==> src/rtl/pll_lock_supervisor.sv <==
// PLL bring-up and lock supervisor on clkin.
// Sequences PLL reset, waits for stable lock, and releases sys_reset.
module pll_lock_supervisor #(
   parameter int unsigned RST_CYCLES          = 16,
   parameter int unsigned LOCK_STABLE_CYCLES  = 1024,
   parameter int unsigned LOCK_TIMEOUT_CYCLES = 48000,
   parameter int unsigned MAX_RETRIES         = 3
) (
   input  logic       clkin,
   input  logic       reset,
   input  logic       pll_locked,
   output logic       pll_reset,
   output logic       sys_reset,
   output logic       ready,
   output logic       fault,
   output logic [3:0] retry_count,
   output logic [7:0] loss_count
);

   localparam int RW = (RST_CYCLES > 1) ? $clog2(RST_CYCLES) : 1;
   localparam int SW = (LOCK_STABLE_CYCLES > 1) ?
                       $clog2(LOCK_STABLE_CYCLES) : 1;
   localparam int TW = (LOCK_TIMEOUT_CYCLES > 1) ?
                       $clog2(LOCK_TIMEOUT_CYCLES) : 1;

   localparam logic [RW-1:0] RST_LAST  = RW'(RST_CYCLES - 1);
   localparam logic [SW-1:0] STAB_LAST = SW'(LOCK_STABLE_CYCLES - 1);
   localparam logic [TW-1:0] TO_LAST   = TW'(LOCK_TIMEOUT_CYCLES - 1);
   localparam logic [3:0]    RETRY_MAX = 4'(MAX_RETRIES);

   typedef enum logic [2:0] {
      ASSERT_RST,
      WAIT_LOCK,
      STABLE,
      RUN,
      FAULT
   } state_t;

   state_t state_q, state_d;

   logic          sync1_q, sync2_q;
   logic          lock_s;
   logic [RW-1:0] rst_cnt_q, rst_cnt_d;
   logic [TW-1:0] to_cnt_q, to_cnt_d;
   logic [SW-1:0] stab_cnt_q, stab_cnt_d;
   logic [3:0]    retry_q, retry_d;
   logic [7:0]    loss_q, loss_d;
   logic          pll_reset_q, pll_reset_d;
   logic          sys_reset_q, sys_reset_d;
   logic          ready_q, ready_d;
   logic          fault_q, fault_d;

   assign lock_s = sync2_q;

   // Next state, counters, and outputs decoded from the current state
   always_comb begin
      state_d    = state_q;
      rst_cnt_d  = '0;
      to_cnt_d   = '0;
      stab_cnt_d = '0;
      retry_d    = retry_q;
      loss_d     = loss_q;

      unique case (state_q)
         ASSERT_RST: begin
            if (rst_cnt_q == RST_LAST) begin
               state_d = WAIT_LOCK;
            end else begin
               rst_cnt_d = rst_cnt_q + 1'b1;
            end
         end
         WAIT_LOCK: begin
            // lock beats a timeout landing on the same cycle
            if (lock_s) begin
               state_d = STABLE;
            end else if (to_cnt_q == TO_LAST) begin
               if (retry_q < RETRY_MAX) begin
                  retry_d = retry_q + 1'b1;
                  state_d = ASSERT_RST;
               end else begin
                  state_d = FAULT;
               end
            end else begin
               to_cnt_d = to_cnt_q + 1'b1;
            end
         end
         STABLE: begin
            // counts lock_s=1 cycles spent in STABLE
            if (!lock_s) begin
               state_d = WAIT_LOCK;
            end else if (stab_cnt_q == STAB_LAST) begin
               state_d = RUN;
            end else begin
               stab_cnt_d = stab_cnt_q + 1'b1;
            end
         end
         RUN: begin
            if (!lock_s) begin
               if (loss_q != 8'hFF) begin
                  loss_d = loss_q + 1'b1;
               end
               retry_d = '0;
               state_d = ASSERT_RST;
            end
         end
         FAULT: begin
            state_d = FAULT;
         end
         default: begin
            state_d = ASSERT_RST;
         end
      endcase

      pll_reset_d = (state_q == ASSERT_RST) || (state_q == FAULT);
      sys_reset_d = (state_q != RUN);
      ready_d     = (state_q == RUN);
      fault_d     = (state_q == FAULT);
   end

   // State, synchronizer, counter and output registers
   always_ff @(posedge clkin) begin
      if (reset) begin
         state_q     <= ASSERT_RST;
         sync1_q     <= 1'b0;
         sync2_q     <= 1'b0;
         rst_cnt_q   <= '0;
         to_cnt_q    <= '0;
         stab_cnt_q  <= '0;
         retry_q     <= '0;
         loss_q      <= '0;
         pll_reset_q <= 1'b1;
         sys_reset_q <= 1'b1;
         ready_q     <= 1'b0;
         fault_q     <= 1'b0;
      end else begin
         state_q     <= state_d;
         sync1_q     <= pll_locked;
         sync2_q     <= sync1_q;
         rst_cnt_q   <= rst_cnt_d;
         to_cnt_q    <= to_cnt_d;
         stab_cnt_q  <= stab_cnt_d;
         retry_q     <= retry_d;
         loss_q      <= loss_d;
         pll_reset_q <= pll_reset_d;
         sys_reset_q <= sys_reset_d;
         ready_q     <= ready_d;
         fault_q     <= fault_d;
      end
   end

   assign pll_reset   = pll_reset_q;
   assign sys_reset   = sys_reset_q;
   assign ready       = ready_q;
   assign fault       = fault_q;
   assign retry_count = retry_q;
   assign loss_count  = loss_q;

endmodule

==> config.mk <==
export PLATFORM = sky130hd
export DESIGN_NAME = pll_lock_supervisor
export DESIGN_NICKNAME = d
export VERILOG_FILES = /design/src/rtl/pll_lock_supervisor.sv
export SDC_FILE = /design/constraint.sdc
export NUM_CORES = 1
export LEC_CHECK = 0
export CORE_AREA = 10 10 70 72
export DETAILED_ROUTE_END_ITERATION = 16
export DIE_AREA = 0 0 80 82
export PLACE_DENSITY = 0.81
export SYNTH_ARGS = -nofsm -noshare
export SYNTH_HDL_FRONTEND = slang
export SYNTH_SLANG_ARGS = --single-unit
==> constraint.sdc <==
create_clock -name clkin -period 2.9 [get_ports clkin]
set_input_delay 0.435 -clock clkin [delete_from_list [all_inputs] [get_ports clkin]]
set_output_delay 0.435 -clock clkin [all_outputs]
set_load 0.03 [all_outputs]
Yosys cells after proc, flatten, opt, wreduce, memory -nomap -nowiden:

Index checks and enable logic that the tools add are counted.

* latch bits: 0
* memories kept: 0
* memory bits (read-only): 0
* register bits after elaboration: 51
* output and inout port bits: 16
* bits in writable memories: 0

* multiply operators: 0
* magnitude comparators: 1
* bitwise gates (word level): 4
* reduce and logical (&&, ||, !) cells: 9
* shift-type cells: 0
* mux-type cells: 13
* add/subtract/negate cells: 5
* eq/ne operators: 16
* div/mod/pow operators: 0

Operator list (count)
* $mux W3: 7
* $add A16 B1 Y16 const B: 1
* $eq A16 B16 Y1 const B: 1
* $mux W4: 4
* $pmux W3 S5: 1
* $add A10 B1 Y10 const B: 1
* $eq A10 B10 Y1 const B: 1
* $ne A2 B2 Y1 const B: 5
* $add A4 B1 Y4 const B: 2
* $add A8 B1 Y8 const B: 1
* $ne A8 B8 Y1 const B: 1
* $pmux W4 S2: 1
* $reduce_or A4 Y1: 2
* $eq A3 B2 Y1 const B: 2
* $ne A3 B3 Y1 const B: 2
* $reduce_and A5 Y1: 1
* $eq A4 B4 Y1 const B: 1
* $lt A4 B2 Y1 const B: 1
* $not A1 Y1: 4
* $reduce_and A4 Y1: 1
* $eq A3 B1 Y1 const B: 1
* $eq A3 B3 Y1 const B: 1
* $logic_not A3 Y1: 1
* $ne A3 B2 Y1 const B: 1
* other kinds (4): 4

Depth between registers and ports, before layout:

Gate-level depths: netlist of run 1.

* depth after elaboration: 5
* gate-level depth with buffers: 7
* mapped depth without buffers: 6

Least setup slack after synthesis of run 1:

Ideal clock, no wire load.

* kind: register to register
* start point: register loss_q[0] (netlist: loss_count[0])
* end point: register loss_q[5] (netlist: loss_count[5])
* library setup time: 0.128 ns
* cell stages (with the launch flop): 8
* data arrival time: 1.616 ns
* slack: 1.156 ns
* buffers on the path: 1
* data required time: 2.772 ns
* clock period less this slack: 1.744 ns
* cell sequence: dfxtp_1 > ha_1 > nand2_1 > o311ai_1 > buf_6 > nor3_1 > xnor2_1 > nor2_1

* word-level cells in the longest chain between the ends: 2
* elaborated cells on any way between the ends: 3
* those cells by class: 1 x add/sub; 1 x eq/ne; 1 x reduce/logical

Ends and longest elaborated chain
* start: declaration: line 47 `logic [7:0] loss_q, loss_d;`
* start signal: assignment: line 143 `loss_q <= loss_d;`
* branches (longest 2 deep; another with $add A8 B1 Y8)

Several ways; the timed one is not identified.
A chain may end at the register's enable or synchronous reset.

Worst setup path after layout of run 1:

* start point: register loss_q[6] (netlist: loss_count[6])
* end point: output loss_count[6]

RTL lines
* end: declaration: line 17 `output logic [7:0] loss_count`

No word-level cell between the ends.

==> results of run 1 <==
==> final cells by class <==
type                            instances  area, um^2
Clock inverter                          1        7.51
Clock buffer                            7        65.1
Inverter                                5        18.8
Timing Repair Buffer                   20         195
Fill cell                             311        1210
Sequential cell                        51        1020
Multi-Input combinational cell        164        1000
Tap cell                               48        60.1
==> layer usage <==
| layer | vias to the layer above | GRT usage (%) | routed length, um |
|---|---|---|---|
| met4 | 0 | 4.23 | 54 |
| met1 | 697 | 14.3 | 1650 |
| li1 | 809 | - | - |
| met3 | 5 | 4.26 | 215 |
| met2 | 24 | 19.6 | 1620 |
| met5 | - | 0 | 0 |
==> cell usage after synthesis <==
master,n
nor3b_4,1
buf_6,1
nor2_1,41
or3_1,3
and4bb_2,1
or2_2,1
clkbuf_1,3
mux2i_1,1
nor4b_1,1
buf_2,2
dfxtp_1,51
o21ai_0,10
xor2_1,17
a311oi_1,1
or2b_1,1
nand4_1,5
nand3_1,14
a21oi_1,4
nor3_1,6
and4_1,3
nor3b_1,1
a21boi_0,1
and3_1,7
o21bai_1,1
inv_1,5
nor4_2,1
and3b_1,1
nand2_1,16
a2111oi_0,1
and2_1,1
o311ai_1,1
nor2b_1,3
ha_1,5
nand2b_1,2
and4b_1,1
xnor2_1,11
nor4_1,1
==> metrics by stage <==
stage          cell area, um^2  hold WS (ns)  cells
2_1_floorplan             2070         0.414    226
3_3_place_gp              2290         0.418    288
3_5_place_dp              2290         0.430    288
4_1_cts                   2370         0.465    296
5_1_grt                   2370         0.479    296
6_report                  2370         0.458    296
==> state kept, by name, indices dropped and copies added, names as in the netlist <==
| signal | cells |
|---|---|
| retry_count | 4 |
| sync1_q | 1 |
| loss_count | 8 |
| fault | 1 |
| ready | 1 |
| stab_cnt_q | 10 |
| pll_reset | 1 |
| lock_s | 1 |
| rst_cnt_q | 4 |
| state_q | 3 |
| sys_reset | 1 |
| to_cnt_q | 16 |
==> cells in the final DEF (no fill, tap or decap), types with 2 or more instances in the layout <==
| cell type | instances |
|---|---|
| dfxtp_1 | 51 |
| nor2_1 | 41 |
| clkdlybuf4s50_1 | 18 |
| xor2_1 | 17 |
| nand2_1 | 16 |
| nand3_1 | 14 |
| xnor2_1 | 11 |
| o21ai_0 | 10 |
| and3_1 | 7 |
| nor3_1 | 6 |
| nand4_1 | 5 |
| inv_1 | 5 |
| ha_1 | 5 |
| clkbuf_4 | 5 |
| a21oi_1 | 4 |
| and4_1 | 3 |
| nor2b_1 | 3 |
| or3_1 | 3 |
| nand2b_1 | 2 |
| clkbuf_8 | 2 |
| buf_4 | 2 |
==> final timing paths <==
check / slack, ns / startpoint / end
min: 0.46 / sync1_q$_SDFF_PP0_ / lock_s$_SDFF_PP0_
max reg2reg: 1.00 / to_cnt_q[0]$_SDFF_PP0_ / to_cnt_q[6]$_SDFF_PP0_
min reg2reg: 0.46 / sync1_q$_SDFF_PP0_ / lock_s$_SDFF_PP0_
max: 0.99 / loss_count[6]$_SDFFE_PP0P_ / loss_count[6]
==> power groups by stage <==
stage / Combinational [W] / Sequential (W) / Clock (W)
floorplan: 0.0000120 / 0.000724 / 0
detailed placement: 0.0000180 / 0.000725 / 0
global route: 0.0000215 / 0.000711 / 0.000398
global placement: 0.0000178 / 0.000725 / 0
finish: 0.0000180 / 0.000710 / 0.000353
CTS: 0.0000182 / 0.000710 / 0.000371
==> logic make-up (layout without fill, tap and decap cells) <==
logic type / Yosys count / count (layout) / share of synthesized area (%)
xor gates and xnor gates: 28 / 28 / 11.8
AOI/OAI and AO/OA: 19 / 19 / 5.38
buffers and inverters: 11 / 33 / 2.48
and+or+nand+nor: 111 / 111 / 27.5
adders and majority gates: 5 / 5 / 3.02
muxes: 1 / 1 / 0.483
DFF: 51 / 51 / 49.3
==> impl_metrics.py, run 1 <==
metrics = {
    "power": {
        "ir_drop_uv": 423,
        "power.total_w": 0.00108,
        "power.share.combinational_pct": 1.7,
        "internal_power_w": 0.000857,
        "clkPwrFrac_pct": 32.7,
        "power.leakage_nw": 0.818,
        "power_frac_seq_pct": 65.7,
        "power.density_nw_per_um2": 456,
        "switchingPower_w": 0.000224,
        "sw_frac_of_total_pct": 20.7,
    },
    "die": {
        "die_x_um": 80,
        "die_h_um": 82,
        "rows": 22,
        "start_util_pct": 57.9,
        "die-area_um2": 6560,
        "boundaryPins": 19,
        "fp.coreArea_um2": 3580,
    },
    "drt": {
        "detail_route.vias_per_cell": 5.19,
        "drtIter0Drc": 93,
        "remaining_drc_errors": 0,
        "vias": 1535,
        "drt_wl_total_um": 3530,
        "drtPass1Iterations": 4,
        "drtAntennaViolNets": 0,
        "wl_per_cell_um": 11.9,
    },
    "placement": {
        "dp_slack_ns": 1.00,
        "io_buffers": 18,
        "dp_hpwl_um": 2560,
        "routabilityCongestion": 0.770,
    },
    "global_routing": {
        "gr-usage-all-layers_pct": 12.0,
        "grt_pass1_wl_um": 6450,
        "antenna_found_initial": 0,
        "grt_max_degree": 21,
        "grt_pass1_vias": 1466,
        "grt_overflow": 0,
    },
    "clock_network": {
        "cts-root-buf": "clkbuf_4",
        "cts_tree": "built",
        "hold_buffers": 0,
        "cts.path.max_buffers": 2,
        "cts_resized": 0,
        "cts_made_buffers": 5,
        "clk_pin_slew_ns": 0.14,
        "cts_sinks": 51,
        "worstSkewPairLatency_ns": 0.35,
        "cts_htree_levels": 2,
        "post_cts.repair.setup_buffers": 0,
    },
    "logic_synthesis": {
        "synth_nets": 234,
        "synth-seq-area-share_pct": 49.3,
        "synth_area_leader_cell": "dfxtp_1",
        "synth_cell_types": 37,
        "synth.avg_cell_area_um2": 9.17,
        "synth_top_area_share_pct": 49.3,
        "syn_inst": 226,
        "ys_ff_latch": 51,
        "synth_area_um2": 2070,
        "yosys_warnings": 0,
        "synth_area_leaders": "dfxtp_1 49%, nor2_1 7.4%, xor2_1 7.2%, xnor2_1 4.6%, nand3_1 3.4%",
    },
    "sta": {
        "final-max-slew-violation-count": 0,
        "rsz0062_at_grt": "false",
        "hold_viol": 0,
        "max_slew_margin_pct": 68.6,
        "fin_skew_ns": 0.00898,
        "worst_slack_ns": 0.988,
        "max_clock_freq_mhz": 523,
        "setup_viol": 0,
        "tightest_slew_ns": 0.469,
        "min_period_over_period_pct": 65.9,
        "layout_min_cycle_time_ns": 1.91,
        "setup_tns_ns": 0,
    },
    "outcome": {
        "status": "completed",
    },
    "setup_path": {
        "worst-path-buf-inv": 1,
        "crit_path_end_kind": "output port",
        "required_ns": 2.47,
        "max_stage_delay_ns": 0.70,
        "start_kind": "flip-flop",
        "path_cells": "clkdlybuf4s50_1",
        "worstPathMaxFanout": 4,
        "critPathTopFamily": "buffers and inverters",
        "r2r_cells": 6,
        "cp_num_cells": 1,
        "arrival_ns": 1.48,
        "crit_type": "flip-flop to output port",
        "slowest_stage": "clkdlybuf4s50_1",
    },
    "layout": {
        "nets": 255,
        "num_antenna_cells": 0,
        "area_growth_pct": 14.3,
        "drive_gt1_share_pct": 5.65,
        "utilization_pct": 66.2,
    },
    "worst_hold_path": {
        "hold_depth": 1,
        "min_path_type": "flip-flop to flip-flop",
    },
    "job": {
        "maxCapViolCount": 0,
    },
}
No activity file was read; power rests on OpenSTA's default activity.
==> inputs of run 2 (changes only) <==
--- a/config.mk
+++ b/config.mk
@@ -5,10 +5,10 @@
 export SDC_FILE = /design/constraint.sdc
 export NUM_CORES = 1
 export LEC_CHECK = 0
-export CORE_AREA = 10 10 70 72
+export CORE_AREA = 10 10 76 78
 export DETAILED_ROUTE_END_ITERATION = 16
-export DIE_AREA = 0 0 80 82
-export PLACE_DENSITY = 0.81
+export DIE_AREA = 0 0 86 88
+export PLACE_DENSITY = 0.72
 export SYNTH_ARGS = -nofsm -noshare
 export SYNTH_HDL_FRONTEND = slang
 export SYNTH_SLANG_ARGS = --single-unit
==> constraint.sdc (replaced) <==
create_clock -name clkin -period 1.65 [get_ports clkin]
set_input_delay 0.2475 -clock clkin [delete_from_list [all_inputs] [get_ports clkin]]
set_output_delay 0.2475 -clock clkin [all_outputs]
set_load 0.03 [all_outputs]
==> impl_metrics.py, run 2 (synthesis results as in run 1) <==
metrics = {
    "sta": {
        "min_period_over_period_pct": 99.5,
        "layout_min_cycle_time_ns": 1.64,
        "max_slew_margin_pct": 71.2,
        "worst_slack_ns": 0.00865,
        "hold_viol": 0,
        "fin_skew_ns": 0.00961,
        "max_clock_freq_mhz": 609,
        "setup_viol": 0,
        "tightest_slew_ns": 0.430,
        "rsz0062_at_grt": "true",
        "final-max-slew-violation-count": 0,
    },
    "placement": {
        "placed_cells_incl_taps": 304,
        "io_buffers": 18,
        "routabilityCongestion": 0.765,
        "dp_hpwl_um": 2640,
        "dp_slack_ns": 0.0765,
    },
    "layout": {
        "final_cell_mix": "48 x dfxtp_1, 41 x nor2_1, 17 x xor2_1",
        "layout_commonest_cell": "dfxtp_1",
        "largest_reg_flops": 16,
        "regMostFlops": "to_cnt_q",
        "drive_gt1_share_pct": 13.0,
        "instances_no_fill": 313,
        "nets": 268,
        "area_growth_pct": 22.5,
        "num_antenna_cells": 0,
        "utilization_pct": 59.1,
    },
    "global_routing": {
        "gr-usage-all-layers_pct": 10.1,
        "grt_pass1_wl_um": 6370,
        "grtUsageMet2_pct": 15.5,
        "grt_overflow": 0,
        "use_met3_pct": 3.06,
        "grt_pass1_vias": 1483,
        "grt-busiest-layer": "met2",
        "grt_max_degree": 16,
        "use_met1_pct": 12.4,
        "antenna_found_initial": 0,
    },
    "drt": {
        "drt_wl_total_um": 3810,
        "drtAntennaViolNets": 0,
        "drtIter0Drc": 51,
        "drtPass1Iterations": 3,
        "wl_per_cell_um": 12.2,
        "detail_route.vias_per_cell": 5.05,
        "remaining_drc_errors": 0,
        "vias": 1580,
    },
    "setup_path": {
        "crit_path_end_kind": "flip-flop",
        "worstPathMaxFanout": 4,
        "crit_type": "flip-flop to flip-flop",
        "required_ns": 1.87,
        "arrival_ns": 1.86,
        "start_kind": "flip-flop",
    },
    "die": {
        "die_h_um": 88,
        "die_x_um": 86,
        "fp.coreArea_um2": 4290,
        "boundaryPins": 19,
        "start_util_pct": 48.3,
        "rows": 24,
        "die-area_um2": 7570,
    },
    "clock_network": {
        "cts-root-buf": "clkbuf_8",
        "cts_made_buffers": 5,
        "cts_sinks": 51,
        "hold_buffers": 0,
        "post_cts.repair.setup_buffers": 0,
        "cts_htree_levels": 2,
        "cts_tree": "built",
        "worstSkewPairLatency_ns": 0.31,
        "cts.path.max_buffers": 2,
        "clk_pin_slew_ns": 0.09,
    },
    "power": {
        "power.density_nw_per_um2": 778,
        "power.total_w": 0.00197,
        "ir_drop_uv": 375,
        "power.leakage_nw": 0.986,
    },
    "job": {
        "maxCapViolCount": 0,
    },
    "worst_hold_path": {
        "min_path_type": "flip-flop to flip-flop",
    },
    "outcome": {
        "status": "completed",
    },
}
-- run 2: cell types whose count changed in the layout (fill, tap and decap cells not counted), sizes merged --
cell	before	now
buf	2	15
clkdlybuf4s50	18	11
clkinv	0	1
clkinvlp	1	0
dlygate4sd2	0	3
dlymetal6s2s	0	4
-- run 2: critical path: stages, from the launching register on --
cell and delay (ns):
dfxtp_2 0.34, ha_1 0.19, and4_1 0.19, and4b_2 0.28, nor3_2 0.15, o21ai_1 0.11
nor4_2 0.29
-- run 2: what timing repair did --
action                                  CTS  global route
cloned                                    0             1
gates resized for setup                   3            18
endpoints found under the setup margin    3            26
endpoints found under the hold margin     0             0
pin swaps                                 0             2
-- run 2: path summary, 6_finish.rpt --
path / start / slack (ns) / cells past startpoint / endpoint
worst max-delay path: to_cnt_q[1]$_SDFF_PP0_ / 0.009 / 6 / state_q[0]$_SDFFE_PP0P_
worst min-delay path: sync1_q$_SDFF_PP0_ / 0.45 / 1 / lock_s$_SDFF_PP0_
worst max register to register: to_cnt_q[1]$_SDFF_PP0_ / 0.009 / 6 / state_q[0]$_SDFFE_PP0P_
worst min register to register: sync1_q$_SDFF_PP0_ / 0.45 / 1 / lock_s$_SDFF_PP0_
-- run 2: where the power goes --
part	internal, W	switching [W]	total, W
clock network	0.000298	0.000396	0.000694
registers	0.00124	0.00000634	0.00124
logic	0.0000174	0.0000177	0.0000350
-- run 2: per-layer routing --
layer | vias to the layer above | routed length (um) | part of all wire [%]
met3 | 6 | 139 | 3.7
met1 | 725 | 1900 | 50
met5 | - | 0 | 0
met4 | 0 | 92 | 2.4
met2 | 19 | 1680 | 44
li1 | 830 | - | -
-- run 2: through the flow --
| stage | TNS (ns) | hold slack, ns | cell area [um^2] |
|---|---|---|---|
| global route | -0.135 | 0.468 | 2540 |
| detailed placement | 0 | 0.430 | 2390 |
| CTS | 0 | 0.451 | 2470 |
| finish | 0 | 0.446 | 2540 |
| floorplan | 0 | 0.376 | 2070 |
| global placement | 0 | 0.416 | 2390 |
-- run 2: area by class of cell --
class,count,area (um^2)
clock buffers,7,76.3
clock inverters,1,5.00
fillers,372,1760
inverters,5,18.8
multi-input cells,164,1040
flip-flops and latches,51,1020
well taps,52,65.1
repair buffers,33,304
